### src/rtl/button_conditioner_pkg.sv
// Shared types and helpers for the push-button conditioning chain.
package button_pkg;

  // Auto-repeat states: waiting for a press, holding off the first repeat, repeating.
  typedef enum logic [1:0] {IDLE, DELAY, REPEAT} rpt_state_t;

  // Millisecond duration converted to a whole number of clk cycles.
  function automatic int ms_to_cycles(input int hz, input int ms);
    return hz / 1000 * ms;
  endfunction

endpackage

### src/rtl/button_conditioner_if.sv
// Button-side signal bundle: the raw input and the conditioned outputs.
interface button_conditioner_if;
  logic btn_raw;
  logic btn_level;
  logic press;
  logic release_pulse;
  logic step;

  // Board/bench side: drives the raw button, observes the pulses.
  modport master (
    output btn_raw,
    input  btn_level,
    input  press,
    input  release_pulse,
    input  step
  );

  // Conditioner side.
  modport slave (
    input  btn_raw,
    output btn_level,
    output press,
    output release_pulse,
    output step
  );
endinterface

### src/rtl/button_conditioner_debouncer.sv
// Two-flop synchroniser followed by a stability counter. Also used on its own
// for slide switches. dout_next is the value dout takes at the next edge; it
// comes only from flops, so the raw input never reaches it combinationally.
module debouncer
  import button_pkg::*;
#(
  parameter int CLK_HZ      = 100_000_000,
  parameter int DEBOUNCE_MS = 20
) (
  input  logic clk,
  input  logic reset,
  input  logic din_async,
  output logic dout,
  output logic dout_next
);

  localparam int DB_CYC = ms_to_cycles(CLK_HZ, DEBOUNCE_MS);
  localparam int CW     = $clog2(DB_CYC + 1);
  localparam logic [CW-1:0] CNT_MAX = CW'(DB_CYC);

  if (DB_CYC < 1) begin : g_bad_db
    $error("debouncer: DEBOUNCE_MS yields fewer than 1 clock cycle");
  end

  logic [1:0]    sync_reg;
  logic [CW-1:0] cnt_reg;
  logic          level_reg;
  logic          btn_sync;
  logic          differ;
  logic          hit;

  assign btn_sync  = sync_reg[1];
  assign differ    = (btn_sync != level_reg);
  // Input has disagreed with the level for DB_CYC cycles and still does.
  assign hit       = differ && (cnt_reg == CNT_MAX);
  assign dout_next = hit ? btn_sync : level_reg;
  assign dout      = level_reg;

  // Synchronise, count disagreement, adopt the new level once it has been stable long enough.
  always_ff @(posedge clk) begin
    if (reset) begin
      sync_reg  <= '0;
      cnt_reg   <= '0;
      level_reg <= 1'b0;
    end else begin
      sync_reg  <= {sync_reg[0], din_async};
      level_reg <= dout_next;
      if (!differ || hit) cnt_reg <= '0;
      else                cnt_reg <= cnt_reg + 1'b1;
    end
  end

endmodule

### src/rtl/button_conditioner.sv
// Raw bouncy button -> debounced level, press/release pulses and a step pulse
// with optional hold-to-repeat. step is meant to drive a counter's dec input.
module button_conditioner
  import button_pkg::*;
#(
  parameter int CLK_HZ          = 100_000_000,
  parameter int DEBOUNCE_MS     = 20,
  parameter int REPEAT_DELAY_MS = 500,
  parameter int REPEAT_RATE_MS  = 100,
  parameter bit REPEAT_EN       = 1'b1
) (
  input logic                  clk,
  input logic                  reset,
  button_conditioner_if.slave  bus
);

  localparam int DLY_CYC  = ms_to_cycles(CLK_HZ, REPEAT_DELAY_MS);
  localparam int RATE_CYC = ms_to_cycles(CLK_HZ, REPEAT_RATE_MS);
  localparam int MAX_CYC  = (DLY_CYC > RATE_CYC) ? DLY_CYC : RATE_CYC;
  localparam int RW       = $clog2(MAX_CYC + 1);
  localparam logic [RW-1:0] DLY_LAST  = RW'(DLY_CYC - 1);
  localparam logic [RW-1:0] RATE_LAST = RW'(RATE_CYC - 1);

  if (DLY_CYC < 1) begin : g_bad_dly
    $error("button_conditioner: REPEAT_DELAY_MS yields fewer than 1 clock cycle");
  end
  // A one-cycle rate would make step high on back-to-back cycles.
  if (RATE_CYC < 2) begin : g_bad_rate
    $error("button_conditioner: REPEAT_RATE_MS yields fewer than 2 clock cycles");
  end

  logic          level;
  logic          level_next;
  logic          rise;
  logic          fall;
  logic          press_reg;
  logic          release_reg;
  logic          step_reg;
  rpt_state_t    state_reg;
  logic [RW-1:0] cnt_reg;

  debouncer #(
    .CLK_HZ      (CLK_HZ),
    .DEBOUNCE_MS (DEBOUNCE_MS)
  ) u_debouncer (
    .clk       (clk),
    .reset     (reset),
    .din_async (bus.btn_raw),
    .dout      (level),
    .dout_next (level_next)
  );

  // Edges are taken from the level about to be registered so the pulses line
  // up with the first cycle the new level is visible.
  assign rise = level_next & ~level;
  assign fall = ~level_next & level;

  // Registered press/release pulses.
  always_ff @(posedge clk) begin
    if (reset) begin
      press_reg   <= 1'b0;
      release_reg <= 1'b0;
    end else begin
      press_reg   <= rise;
      release_reg <= fall;
    end
  end

  // Auto-repeat FSM; a release in the same cycle as a repeat tick wins.
  always_ff @(posedge clk) begin
    if (reset) begin
      state_reg <= IDLE;
      cnt_reg   <= '0;
      step_reg  <= 1'b0;
    end else begin
      step_reg <= 1'b0;
      if (!level_next) begin
        state_reg <= IDLE;
        cnt_reg   <= '0;
      end else begin
        case (state_reg)
          IDLE: begin
            if (rise) begin
              step_reg  <= 1'b1;
              cnt_reg   <= '0;
              state_reg <= DELAY;
            end
          end
          DELAY: begin
            if (REPEAT_EN) begin
              if (cnt_reg == DLY_LAST) begin
                step_reg  <= 1'b1;
                cnt_reg   <= '0;
                state_reg <= REPEAT;
              end else begin
                cnt_reg <= cnt_reg + 1'b1;
              end
            end
          end
          REPEAT: begin
            if (cnt_reg == RATE_LAST) begin
              step_reg <= 1'b1;
              cnt_reg  <= '0;
            end else begin
              cnt_reg <= cnt_reg + 1'b1;
            end
          end
          default: begin
            state_reg <= IDLE;
            cnt_reg   <= '0;
          end
        endcase
      end
    end
  end

  assign bus.btn_level     = level;
  assign bus.press         = press_reg;
  assign bus.release_pulse = release_reg;
  assign bus.step          = step_reg;

endmodule

### src/flat_wrapper.sv
// flat-port wrapper written by rule: the top's interface ports become plain ports
module button_conditioner_flat import button_pkg::*;
#(
  parameter int CLK_HZ          = 100_000_000,
  parameter int DEBOUNCE_MS     = 20,
  parameter int REPEAT_DELAY_MS = 500,
  parameter int REPEAT_RATE_MS  = 100,
  parameter bit REPEAT_EN       = 1'b1
)
  (clk, reset, bus_btn_raw, bus_btn_level, bus_press, bus_release_pulse, bus_step);
  button_conditioner_if bus_i ();
  input logic clk;
  input logic reset;
  input wire logic [$bits(bus_i.btn_raw)-1:0] bus_btn_raw;
  output wire logic [$bits(bus_i.btn_level)-1:0] bus_btn_level;
  output wire logic [$bits(bus_i.press)-1:0] bus_press;
  output wire logic [$bits(bus_i.release_pulse)-1:0] bus_release_pulse;
  output wire logic [$bits(bus_i.step)-1:0] bus_step;
  assign bus_i.btn_raw = bus_btn_raw;
  assign bus_btn_level = bus_i.btn_level;
  assign bus_press = bus_i.press;
  assign bus_release_pulse = bus_i.release_pulse;
  assign bus_step = bus_i.step;
  button_conditioner #(.CLK_HZ(CLK_HZ), .DEBOUNCE_MS(DEBOUNCE_MS), .REPEAT_DELAY_MS(REPEAT_DELAY_MS), .REPEAT_RATE_MS(REPEAT_RATE_MS), .REPEAT_EN(REPEAT_EN)) u_core (.clk(clk), .reset(reset), .bus(bus_i));
endmodule
### config.mk
export PLATFORM = sky130hd
export DESIGN_NAME = button_conditioner_flat
export DESIGN_NICKNAME = d
export VERILOG_FILES = /design/src/rtl/button_conditioner_pkg.sv /design/src/rtl/button_conditioner_if.sv /design/src/rtl/button_conditioner_debouncer.sv /design/src/rtl/button_conditioner.sv /design/src/flat_wrapper.sv
export SDC_FILE = /design/constraint.sdc
export NUM_CORES = 1
export LEC_CHECK = 0
export CORE_MARGIN = 2
export CORE_UTILIZATION = 55
export CTS_BUF_LIST = sky130_fd_sc_hd__clkbuf_16
export DETAILED_ROUTE_END_ITERATION = 8
export MAX_ROUTING_LAYER = met4
export PLACE_DENSITY = 0.72
export SLEW_MARGIN = 25
export SYNTH_ARGS = -nofsm -noshare
export SYNTH_HDL_FRONTEND = slang
export SYNTH_HIERARCHICAL = 1
export SYNTH_SLANG_ARGS = --single-unit
### constraint.sdc
create_clock -name clk -period 8.4 [get_ports clk]
set_input_delay 1.68 -clock clk [delete_from_list [all_inputs] [get_ports clk]]
set_output_delay 1.68 -clock clk [all_outputs]
set_load 0.05 [all_outputs]
==> Yosys cells after proc, flatten, opt, wreduce, memory -nomap -nowiden <==
Cells that the tools add are included.
{ "totals": {"reg_bits": 55, "inputBits": 3, "elab_cells": 42} }
{ "op_classes": {"n_reduce_logical": 7, "n_bitwise": 5, "n_eq_ne": 8, "muxes": 12, "add_sub_neg": 2} }
{ "op_table": {"columns": ["operator", "n"], "rows": [
  ["$mux W26", 3],
  ["$pmux W26 S3", 1],
  ["$add A26 B1 Y26 const B", 1],
  ["$eq A26 B24 Y1 const B", 1],
  ["$eq A26 B26 Y1 const B", 1],
  ["$add A21 B1 Y21 const B", 1],
  ["$eq A21 B21 Y1 const B", 1],
  ["$pmux W2 S3", 1],
  ["$mux W1", 4],
  ["$mux W2", 2],
  ["$ne A2 B1 Y1 const B", 2],
  ["$reduce_or A2 Y1", 2],
  ["$not A1 Y1", 3],
  ["$pmux W1 S3", 1],
  ["$reduce_and A3 Y1", 1],
  ["$and A1 B1 Y1", 2],
  ["$eq A2 B1 Y1 const B", 1],
  ["$eq A2 B2 Y1 const B", 1],
  ["$logic_not A2 Y1", 1],
  ["$logic_and A1 B1 Y1", 1],
  ["$logic_not A1 Y1", 1],
  ["$logic_or A1 B1 Y1", 1],
  ["$ne A1 B1 Y1", 1]
]} }

==> Longest topological paths before layout <==
Gate-level depths: netlist of run 1.
{ "logic_depth": {"ltp_word": 6, "ltp_mapped": 13, "mapped_depth_nobuf": 12} }

==> By module <==
The synthesis of run 1 kept the hierarchy.
{ "by_module_without_submodules": {"columns": ["module", "n_inst", "seq_area_each_um2", "area_each_um2", "cells_per_inst"], "rows": [
  ["button_conditioner", 1, 620.6, 1732.9, 211],
  ["debouncer", 1, 480.5, 1113.6, 132]
]} }

==> Least setup slack after synthesis of run 1 <==
OpenSTA, ideal clock, no wires.
{ "synth_timing": {"path_type": "input to register", "start": "input port reset", "end": "register u_core.cnt_reg[14]", "t_arrival_ns": 2.815, "t_required_ns": 8.313, "n_path_buf": 2, "setup_time_ns": 0.087, "stages": 7, "path_slack_ns": 5.498, "cell_sequence": "nand2b_1 -> clkbuf_1 -> a211o_1 -> nand2_1 -> clkbuf_1 -> a31oi_1 -> o31ai_1"} }
{ "synth_between": {"elab_chain_len": 1} }
{ "synth_rtl": {"columns": ["item", "line", "rtl"], "rows": [
  ["from (decl)", "flat_wrapper.sv:13", "input logic reset;"],
  ["$reduce_or A2 Y1 (no line)", null, null],
  ["to (signal assigned)", "button_conditioner.sv:96", "cnt_reg <= cnt_reg + 1'b1;"],
  ["to (signal assigned)", "button_conditioner.sv:105", "cnt_reg <= cnt_reg + 1'b1;"],
  ["to (decl)", "button_conditioner.sv:40", "logic [RW-1:0] cnt_reg;"]
]} }
Every way passes these cells.
A chain may end at the register's enable or synchronous reset.

==> Final worst setup path of run 1 <==
{ "layout_timing": {"start": "input port reset", "end": "register u_core.cnt_reg[24]"} }
Same word-level chain as after synthesis.

==> flow_summary.rst, run 1 <==
.. list-table::
   :header-rows: 1

   * - Metric
     - Value
   * - Count of yosys warnings during synthesis
     - 6
   * - Die Width
     - 75.9 µm
   * - Fraction of layout instances using a drive strength above 1
     - 8.93%
   * - Seq pwr share
     - 53.3%
   * - Top library cells by usage in the layout, fill and taps aside
     - 55 x sky130_fd_sc_hd__dfxtp_1, 39 x sky130_fd_sc_hd__nand2_1, 32 x sky130_fd_sc_hd__nand3_1
   * - IR drop worst, VDD
     - 0.127 mV
   * - Path class of the lowest-slack min-delay path
     - register to register
   * - Master cell of the clock root buffer
     - sky130_fd_sc_hd__clkbuf_16
   * - Clock H-tree levels
     - 2
   * - Post-route fraction of the period consumed by the critical path
     - 42.8%
   * - Count of filler cells inserted in the layout
     - approximately 440
   * - Category of the worst setup path launch point
     - input port
   * - Multi-input gate area
     - 1660 µm²
   * - Later-pin clock latency in the skew report
     - between 0.2 and 0.3 ns
   * - Signed area change from the synthesized netlist to the final layout
     - 9.85%
   * - Synth Cell Area
     - 2850 µm²
   * - Leading post-synthesis cells by cell area
     - sky130_fd_sc_hd__dfxtp_1 39%, sky130_fd_sc_hd__nand3_1 5.6%, sky130_fd_sc_hd__nand2_1 5.1%
   * - Detail-routed via count per cell
     - 5.71
   * - Post-synthesis net count
     - 354
   * - GRT overflow
     - 0
   * - Initial antenna violation count
     - 0
   * - Wire length per cell after detailed routing
     - 13.5 µm
   * - TritonRoute pass-1 iters
     - 4
   * - Routability congestion estimate
     - 0.837
   * - Gate count after technology mapping
     - between 300 and 400
   * - Gate power share
     - 0.6%
   * - Clock power share
     - 46.0%
   * - Setup Skew
     - 0.00458 ns
   * - Post-layout worst setup margin
     - 4.80 ns
   * - Post-detailed-route count of antenna-violating nets
     - 0
   * - Die height
     - 75.9 µm
   * - Final-stage net count
     - 358
   * - Total Negative Setup Slacks
     - 0 ns
   * - Area of the core
     - 5040 µm²
   * - Number of synthesized flops with an enable pin
     - 0
   * - Synth top area share
     - ~39%
   * - Share of the yosys chip area belonging to registers
     - 38.7%
   * - Final worst hold slack
     - approximately 0.44 ns
   * - Iter 0 DRT Violations
     - 200
   * - Max-cap violations
     - 0
   * - Switching Fraction
     - 18.3%
   * - Final Hold Violating Endpoints
     - 0
   * - CTS hold repair buffers
     - 0
   * - Crit Path Class
     - input port to register
   * - Routed vias
     - 2380
   * - Clock-pin slew reported for the worst setup and hold paths after clock tree synthesis
     - 0.06 ns
   * - Most used DFF post-synth
     - sky130_fd_sc_hd__dfxtp_1
   * - Wire length of the first global-routing pass
     - ~10000 µm
   * - Count of distinct cell types in the synthesized netlist
     - 57
   * - Number of non-filler instances in the completed layout
     - 417
   * - F_max
     - between 0.2 and 0.3 GHz
   * - Unrepaired setup endpoints after global routing
     - false
   * - Pin count of the biggest net entering global routing
     - 22
   * - Power Dens Cells
     - 157 nW/µm²
   * - Setup crit end kind
     - register
   * - Area leader, netlist
     - sky130_fd_sc_hd__dfxtp_1
   * - End-of-flow core utilization
     - 62.0%
   * - Post-CTS Resized
     - 0
   * - Number of global-route vias before repair
     - 2214
   * - TritonCTS clock tree
     - built
   * - Post-synth ARST share
     - 0%
   * - Ant. Diodes
     - 0
   * - Residual DRC count
     - 0
   * - Number of top-level design ports
     - 7
   * - Post-synthesis register bit count
     - 55
   * - Number of flip-flops in the largest register
     - 26
   * - Initial core utilization
     - 56.5%
   * - Switching power
     - between 0.08 and 0.09 mW
   * - Tot GR Track Use
     - a little over a fifth
   * - Inst Count DP
     - between 400 and 500
   * - TritonCTS buffer count
     - 5
   * - Number of buffers between clock root and the deepest sink
     - 2
   * - Die Footprint
     - roughly 5800 µm²
   * - Final Routed Wirelength
     - 5610 µm
   * - Seq. cell area
     - 1100 µm²
   * - Post-Synthesis Mean Instance Area
     - 8.30 µm²
   * - Run status
     - completed
   * - Final Slew Violations
     - 0
   * - Slew Limit Headroom
     - 43.9%
   * - Transition time at the pin with the least slew margin
     - 0.833 ns
   * - Number of buffers inserted by port buffering
     - 6
   * - WP data arrival
     - 3.78 ns
   * - Number of buffers added for setup after CTS
     - 0
   * - Final critical-path required period
     - 3.60 ns
   * - Most common library cell in the layout ignoring fill and taps
     - sky130_fd_sc_hd__dfxtp_1
   * - Post-Place Worst Slack
     - approximately 4.4 ns
   * - Reg-to-reg setup timing slack
     - a little over 5 ns
   * - Count of standard-cell rows
     - 26
   * - Worst Path Required
     - 8.59 ns
   * - Internal power of the cells
     - approximately 0.4 mW
   * - Top fanout value on the critical path
     - 18
   * - Number of clock sinks seen by CTS
     - 55
   * - Final setup viols
     - 0
   * - Post-detailed-placement half-perimeter wirelength
     - 3960 µm
   * - Leakage power of the design
     - roughly 0.96 nW
Yosys cell counts, drive strengths merged, types with 3 or more instances:
| master | number |
|---|---|
| inv | 13 |
| clkbuf | 9 |
| o21ai | 11 |
| and2 | 6 |
| and3 | 3 |
| a31oi | 5 |
| or2 | 3 |
| nand3 | 35 |
| nor3 | 6 |
| o211ai | 3 |
| nor2b | 3 |
| xnor2 | 10 |
| o31ai | 8 |
| nand4 | 9 |
| xor2 | 7 |
| nand2 | 39 |
| nor2 | 25 |
| a21oi | 18 |
| ha | 8 |
| or4 | 10 |
| a211oi | 8 |
| nor4 | 7 |
| or3 | 16 |
| dfxtp | 55 |
worst max-delay path, cell delays in order:
cell and delay [ns]:
sky130_fd_sc_hd__clkdlybuf4s50_1 0.56, sky130_fd_sc_hd__nand2b_1 0.60, sky130_fd_sc_hd__a211o_1 0.19, sky130_fd_sc_hd__nand2_1 0.32
sky130_fd_sc_hd__a21o_1 0.27, sky130_fd_sc_hd__a21o_1 0.16
through the flow:
step	area (µm²)	power (mW)
after floorplan	2850	0.269
after global placement	2970	0.271
after detailed placement	2970	0.271
after CTS	3120	0.496
after global routing	3130	0.505
final	3130	0.490
kinds of logic after synthesis:
family,count (synthesis),synth area share (%)
simple gates,174,34.3
compound gates,64,14.7
flops,55,38.7
buf+inv,24,3.25
xor+xnor,17,5.23
fa+ha+maj,8,3.52
mux,1,0.352
power by group through the flow:
| stage | Combinational, mW | Clock, mW | Sequential [mW] |
|---|---|---|---|
| CTS | 0.00323 | 0.231 | 0.261 |
| global route | 0.00357 | 0.240 | 0.261 |
| global placement | 0.00317 | 0 | 0.268 |
| floorplan | 0.00157 | 0 | 0.267 |
| detailed placement | 0.00322 | 0 | 0.268 |
| finish | 0.00316 | 0.226 | 0.262 |
layer usage:
layer	wire (µm)	global-route usage [%]	share of wire, %
met4	61	7.09	1.1
met1	2750	26.8	49
met5	0	-	0
met2	2650	33.4	47
met3	146	3.93	2.6
layout make-up:
class | count | share of cell area (%)
inverters | 13 | 1.56
flip-flops and latches | 55 | 35.2
repair buffers | 8 | 2.40
well taps | 70 | 2.80
multi-input cells | 264 | 52.9
clock inverters | 2 | 1.08
clock buffers | 5 | 4.00
final timing paths:
kind	depth (start not counted)	to	from
worst max register to register	11	u_core/cnt_reg[16]	u_core/u_debouncer/cnt_reg[0]
worst min register to register	1	u_core/u_debouncer/sync_reg[1]	u_core/u_debouncer/sync_reg[0]
worst max-delay path	6	u_core/cnt_reg[24]	reset
worst min-delay path	1	u_core/u_debouncer/sync_reg[1]	u_core/u_debouncer/sync_reg[0]
Power figures use the tool's default switching activity.
==> inputs of run 2 (changes only) <==
clock period = 3.7 ns   (was 8.4 ns; I/O delays follow)
==> flow_summary.rst, run 2 (same netlist as run 1, synthesis figures left out) <==
.. list-table::
   :header-rows: 1

   * - Metric
     - Value
   * - Final setup viols
     - 0
   * - Routability congestion estimate
     - 0.899
   * - Post-detailed-route count of antenna-violating nets
     - 0
   * - Setup Skew
     - 0.00484 ns
   * - Number of buffers added for setup after CTS
     - 0
   * - Post-detailed-placement half-perimeter wirelength
     - 4120 µm
   * - Residual DRC count
     - 0
   * - Power Dens Cells
     - 336 nW/µm²
   * - Clock H-tree levels
     - 2
   * - Master cell of the clock root buffer
     - sky130_fd_sc_hd__clkbuf_16
   * - Run status
     - completed
   * - Later-pin clock latency in the skew report
     - 0.29 ns
   * - WP data arrival
     - 3.41 ns
   * - End-of-flow core utilization
     - 62.0%
   * - Multi-input gate area
     - 1650 µm²
   * - TritonCTS buffer count
     - 5
   * - Worst stage delay on the critical path
     - 0.61 ns
   * - Wire length per cell after detailed routing
     - 13.5 µm
   * - Cell repeated most along the worst path
     - sky130_fd_sc_hd__nand2_1
   * - Initial antenna violation count
     - 0
   * - Total Negative Setup Slacks
     - 0 ns
   * - Most common library cell in the layout ignoring fill and taps
     - sky130_fd_sc_hd__dfxtp_1
   * - Largest delay contributor family on the critical path
     - simple AND/OR/NAND/NOR gates
   * - Seq. cell area
     - ~1100 µm²
   * - Fraction of met1 tracks used by global routing
     - 26.2%
   * - Buffers plus inverters on the worst setup path
     - 1
   * - Top library cells by usage in the layout, fill and taps aside
     - 55 x sky130_fd_sc_hd__dfxtp_1, 39 x sky130_fd_sc_hd__nand2_1, 32 x sky130_fd_sc_hd__nand3_1
   * - Wire length of the first global-routing pass
     - 10000 µm
   * - Number of clock sinks seen by CTS
     - 55
   * - GRT overflow
     - 0
   * - Transition time at the pin with the least slew margin
     - around 0.74 ns
   * - Number of buffers between clock root and the deepest sink
     - 2
   * - Slew Limit Headroom
     - 49.9%
   * - Die height
     - 75.9 µm
   * - TritonCTS clock tree
     - built
   * - Iter 0 DRT Violations
     - 195
   * - Count of filler cells inserted in the layout
     - around 460
   * - IR drop worst, VDD
     - 0.222 mV
   * - Number of flip-flops in the largest register
     - 26
   * - Met2 track demand over resource in global routing
     - 34.9%
   * - Count of standard-cell rows
     - 26
   * - TritonRoute pass-1 iters
     - 5
   * - Die Width
     - 75.9 µm
   * - Final Hold Violating Endpoints
     - 0
   * - Post-CTS Resized
     - 0
   * - Fraction of layout instances using a drive strength above 1
     - 9.97%
   * - Unrepaired setup endpoints after global routing
     - false
   * - Clock-pin slew reported for the worst setup and hold paths after clock tree synthesis
     - 0.07 ns
   * - Final Slew Violations
     - 0
   * - Slowest CP cell
     - sky130_fd_sc_hd__nor4_1
   * - Number of buffers inserted by port buffering
     - 6
   * - Number of global-route vias before repair
     - roughly 2200
   * - Die Footprint
     - 5770 µm²
   * - CTS hold repair buffers
     - 0
   * - Tot GR Track Use
     - 21.3%
   * - Leakage power of the design
     - 0.968 nW
   * - Area of the core
     - 5040 µm²
   * - Final critical-path required period
     - 3.20 ns
   * - Ant. Diodes
     - 0
   * - Final Routed Wirelength
     - 5700 µm
   * - Crit Path Class
     - register to register
   * - Max-cap violations
     - 0
   * - Post-route fraction of the period consumed by the critical path
     - 86.5%
   * - Routed vias
     - between 2000 and 2500
   * - Initial core utilization
     - 56.5%
   * - Final-stage net count
     - ~360
   * - Detail-routed via count per cell
     - 5.87
   * - Setup crit end kind
     - register
   * - Category of the worst setup path launch point
     - register
   * - Met3 usage in global routing
     - 3.81%
   * - Total power
     - ~1.0 mW
   * - Top fanout value on the critical path
     - 7
   * - Cells along the critical path
     - inv_1, ha_1, nand2_1, or3_2, or4_1, nand2_1, a21boi_0, nor4_1, nand4_1, xor2_1, a211oi_1
   * - Number of top-level design ports
     - 7
   * - Signed area change from the synthesized netlist to the final layout
     - 9.89%
   * - F_max
     - 0.312 GHz
   * - Path class of the lowest-slack min-delay path
     - register to register
   * - Most utilized layer in the global route result
     - met2
   * - Pin count of the biggest net entering global routing
     - 22
   * - Worst Path Required
     - 3.91 ns
run 2: cell types whose count changed in the layout (fill, tap and decap cells not counted), sizes merged:
| cell | before | now |
|---|---|---|
| clkinv | 0 | 3 |
| bufinv | 1 | 0 |
| buf | 2 | 5 |
| inv | 14 | 13 |
run 2: area by class of cell:
class / instances / share of cell area, %
Clock inverter: 3 / 0.480
Inverter: 13 / 1.56
Sequential cell: 55 / 35.2
Clock buffer: 5 / 4.00
Timing Repair Buffer: 11 / 3.12
Tap cell: 70 / 2.80
Multi-Input combinational cell: 264 / 52.8
run 2: power breakdown:
part	switching (mW)	internal [mW]	total [mW]	leakage, nW
sequential	0.000837	0.593	0.594	0.443
clock	0.201	0.247	0.448	0.0733
combinational	0.00367	0.00365	0.00731	0.452
run 2: path summary, 6_finish.rpt:
check,startpoint,to,slack (ns),cells after the start
max,u_core/u_debouncer/cnt_reg[0],u_core/cnt_reg[13],0.50,11
min,u_core/u_debouncer/sync_reg[0],u_core/u_debouncer/sync_reg[1],0.44,1
max reg2reg,u_core/u_debouncer/cnt_reg[0],u_core/cnt_reg[13],0.50,11
min reg2reg,u_core/u_debouncer/sync_reg[0],u_core/u_debouncer/sync_reg[1],0.44,1
run 2: worst register-to-register path, delay by kind of cell, from the launching register on:
family / cells / cell delay [ns]
AND/OR/NAND/NOR: 6 / 1.95
AO/OA/AOI/OAI: 2 / 0.47
flip-flops: 1 / 0.35
XOR/XNOR: 1 / 0.17
adder cells (fa/ha/maj): 1 / 0.13
buffers and inverters: 1 / 0.07
run 2: per-stage QoR:
| stage | instance area [µm²] | instances | hold slack, ns | worst slack (ns) |
|---|---|---|---|---|
| after floorplan | 2850 | 343 | 0.414 | 0.902 |
| after global routing | 3130 | 421 | 0.456 | 0.233 |
| after CTS | 3130 | 421 | 0.451 | 0.519 |
| after detailed placement | 2990 | 413 | 0.442 | 0.540 |
| final | 3130 | 421 | 0.445 | 0.499 |
| after global placement | 2990 | 413 | 0.428 | 0.633 |
run 2: per-layer routing:
| metal | vias to the layer above | part of all wire (%) |
|---|---|---|
| met5 | - | 0 |
| met4 | 0 | 1.2 |
| met3 | 5 | 3.8 |
| met2 | 49 | 49 |
| met1 | 1152 | 46 |
| li1 | 1265 | - |
==> inputs of run 3 (changes only) <==
CORE_UTILIZATION = 61   (was 55)
CTS_CLUSTER_SIZE = 14   (was default)
PLACE_DENSITY = 0.79   (was 0.72)
==> flow_summary.rst, run 3 (same netlist as run 1, synthesis figures left out) <==
.. list-table::
   :header-rows: 1

   * - Metric
     - Value
   * - Total Negative Setup Slacks
     - 0 ns
   * - Die height
     - 72.3 µm
   * - TritonRoute pass-1 iters
     - 5
   * - Die Footprint
     - 5230 µm²
   * - Fraction of layout instances using a drive strength above 1
     - approximately a tenth
   * - Residual DRC count
     - 0
   * - Post-detailed-placement half-perimeter wirelength
     - 4120 µm
   * - Clock-pin slew reported for the worst setup and hold paths after clock tree synthesis
     - 0.07 ns
   * - Final Hold Violating Endpoints
     - 0
   * - Top fanout value on the critical path
     - 12
   * - Post-route fraction of the period consumed by the critical path
     - between 80% and 90%
   * - Slew Limit Headroom
     - 43.2%
   * - Signed area change from the synthesized netlist to the final layout
     - 10.2%
   * - Post-detailed-route count of antenna-violating nets
     - 0
   * - Power Dens Cells
     - between 300 and 400 nW/µm²
   * - Number of global-route vias before repair
     - roughly 2300
   * - Category of the worst setup path launch point
     - register
   * - Leakage power of the design
     - 0.975 nW
   * - Count of standard-cell rows
     - 24
   * - Routed wire length on met3
     - 314 µm
   * - Number of flip-flops in the largest register
     - 26
   * - Initial antenna violation count
     - 0
   * - GRT overflow
     - 0
   * - Clock H-tree levels
     - 2
   * - Crit Path Class
     - register to register
   * - IR drop worst, VDD
     - approximately 0.34 mV
   * - F_max
     - approximately 0.31 GHz
   * - Wire length of the first global-routing pass
     - 10400 µm
   * - Met2 wirelength from detailed routing
     - 2540 µm
   * - Final Routed Wirelength
     - 5920 µm
   * - Number of clock sinks seen by CTS
     - 55
   * - Run status
     - completed
   * - Die Width
     - 72.3 µm
   * - Post-CTS Resized
     - 0
   * - Number of top-level design ports
     - 7
   * - Master cell of the clock root buffer
     - sky130_fd_sc_hd__clkbuf_16
   * - Worst Path Required
     - 3.90 ns
   * - End-of-flow core utilization
     - 71.1%
   * - TritonCTS clock tree
     - built
   * - Initial core utilization
     - 64.5%
   * - Unrepaired setup endpoints after global routing
     - false
   * - Max-cap violations
     - 0
   * - Later-pin clock latency in the skew report
     - 0.29 ns
   * - M1 wire length
     - 3020 µm
   * - TritonCTS buffer count
     - 5
   * - Top library cells by usage in the layout, fill and taps aside
     - 55 x sky130_fd_sc_hd__dfxtp_1, 39 x sky130_fd_sc_hd__nand2_1, 32 x sky130_fd_sc_hd__nand3_1
   * - Iter 0 DRT Violations
     - 202
   * - Wire length per cell after detailed routing
     - 14.7 µm
   * - Number of buffers between clock root and the deepest sink
     - 2
   * - CTS hold repair buffers
     - 0
   * - Final critical-path required period
     - 3.19 ns
   * - Routed vias
     - 2481
   * - Tot GR Track Use
     - around a quarter
   * - Setup Skew
     - 0.00957 ns
   * - Detail-routed via count per cell
     - around 6.2
   * - Final-stage net count
     - approximately 360
   * - Final setup viols
     - 0
   * - Highest metal layer with signal wires
     - met4
   * - Routability congestion estimate
     - 0.899
   * - Setup crit end kind
     - register
   * - Area of the core
     - 4410 µm²
   * - Number of buffers added for setup after CTS
     - 0
   * - Path class of the lowest-slack min-delay path
     - register to register
   * - Transition time at the pin with the least slew margin
     - 0.844 ns
   * - Ant. Diodes
     - 0
   * - Count of filler cells inserted in the layout
     - 357
   * - Final Slew Violations
     - 0
   * - WP data arrival
     - 3.39 ns
   * - Pin count of the biggest net entering global routing
     - 22
   * - Most common library cell in the layout ignoring fill and taps
     - sky130_fd_sc_hd__dfxtp_1
   * - Number of buffers inserted by port buffering
     - 6
run 3: cell types whose count changed in the layout (fill, tap and decap cells not counted):
cell                         previous run  this run
sky130_fd_sc_hd__clkinvlp_4             0         1
sky130_fd_sc_hd__bufinv_16              0         1
sky130_fd_sc_hd__inv_6                  0         1
sky130_fd_sc_hd__clkinv_2               3         0
run 3: per-stage QoR:
| step | area [µm²] | hold slack [ns] | worst slack, ns | total power, mW | std cells |
|---|---|---|---|---|---|
| CTS | 3140 | 0.453 | 0.516 | 1.15 | 403 |
| finish | 3140 | 0.449 | 0.510 | 1.14 | 403 |
| global route | 3140 | 0.467 | 0.0602 | 1.17 | 403 |
| floorplan | 2850 | 0.414 | 0.902 | 0.611 | 343 |
| global placement | 2970 | 0.434 | 0.648 | 0.615 | 395 |
| detailed placement | 2970 | 0.439 | 0.563 | 0.615 | 395 |
run 3: layer usage:
layer  up-vias  GRT usage (%)
li1       1263              -
met1      1138           35.8
met2        75           38.2
met3         5           4.58
met4         0           6.71
met5         -              -
run 3: area by class of cell:
cell class	instances	area, µm²	share of cell area (%)
timing repair buffer	11	97.6	3.11
clock inverter	3	46.3	1.48
clock buffer	5	125	3.99
sequential	55	1100	35.1
tap	52	65.1	2.07
multi-input combinational	264	1650	52.7
inverter	13	48.8	1.56
run 3: path summary, 6_finish.rpt:
check,cells after the start,slack (ns),from,end
worst max-delay path,12,0.51,u_core/u_debouncer/cnt_reg[0],u_core/cnt_reg[13]
worst min-delay path,1,0.45,u_core/u_debouncer/sync_reg[0],u_core/u_debouncer/sync_reg[1]
worst max register to register,12,0.51,u_core/u_debouncer/cnt_reg[0],u_core/cnt_reg[13]
worst min register to register,1,0.45,u_core/u_debouncer/sync_reg[0],u_core/u_debouncer/sync_reg[1]
run 3: worst max-delay path, stage by stage (launching register included):
cell                       delay, ns
sky130_fd_sc_hd__dfxtp_1        0.35
sky130_fd_sc_hd__inv_1          0.07
sky130_fd_sc_hd__ha_1           0.14
sky130_fd_sc_hd__nand2_1        0.04
sky130_fd_sc_hd__or3_2          0.43
sky130_fd_sc_hd__or4_1          0.55
sky130_fd_sc_hd__nand2_1        0.15
sky130_fd_sc_hd__a21boi_0       0.10
sky130_fd_sc_hd__buf_4          0.18
sky130_fd_sc_hd__nor4_1         0.55
sky130_fd_sc_hd__nand4_1        0.18
sky130_fd_sc_hd__xor2_1         0.16
sky130_fd_sc_hd__a211oi_1       0.21
run 3: power breakdown:
part | switching (mW) | total, mW | internal [mW]
Clock | 0.213 | 0.535 | 0.322
Sequential | 0.000909 | 0.594 | 0.593
Combinational | 0.00372 | 0.00736 | 0.00364
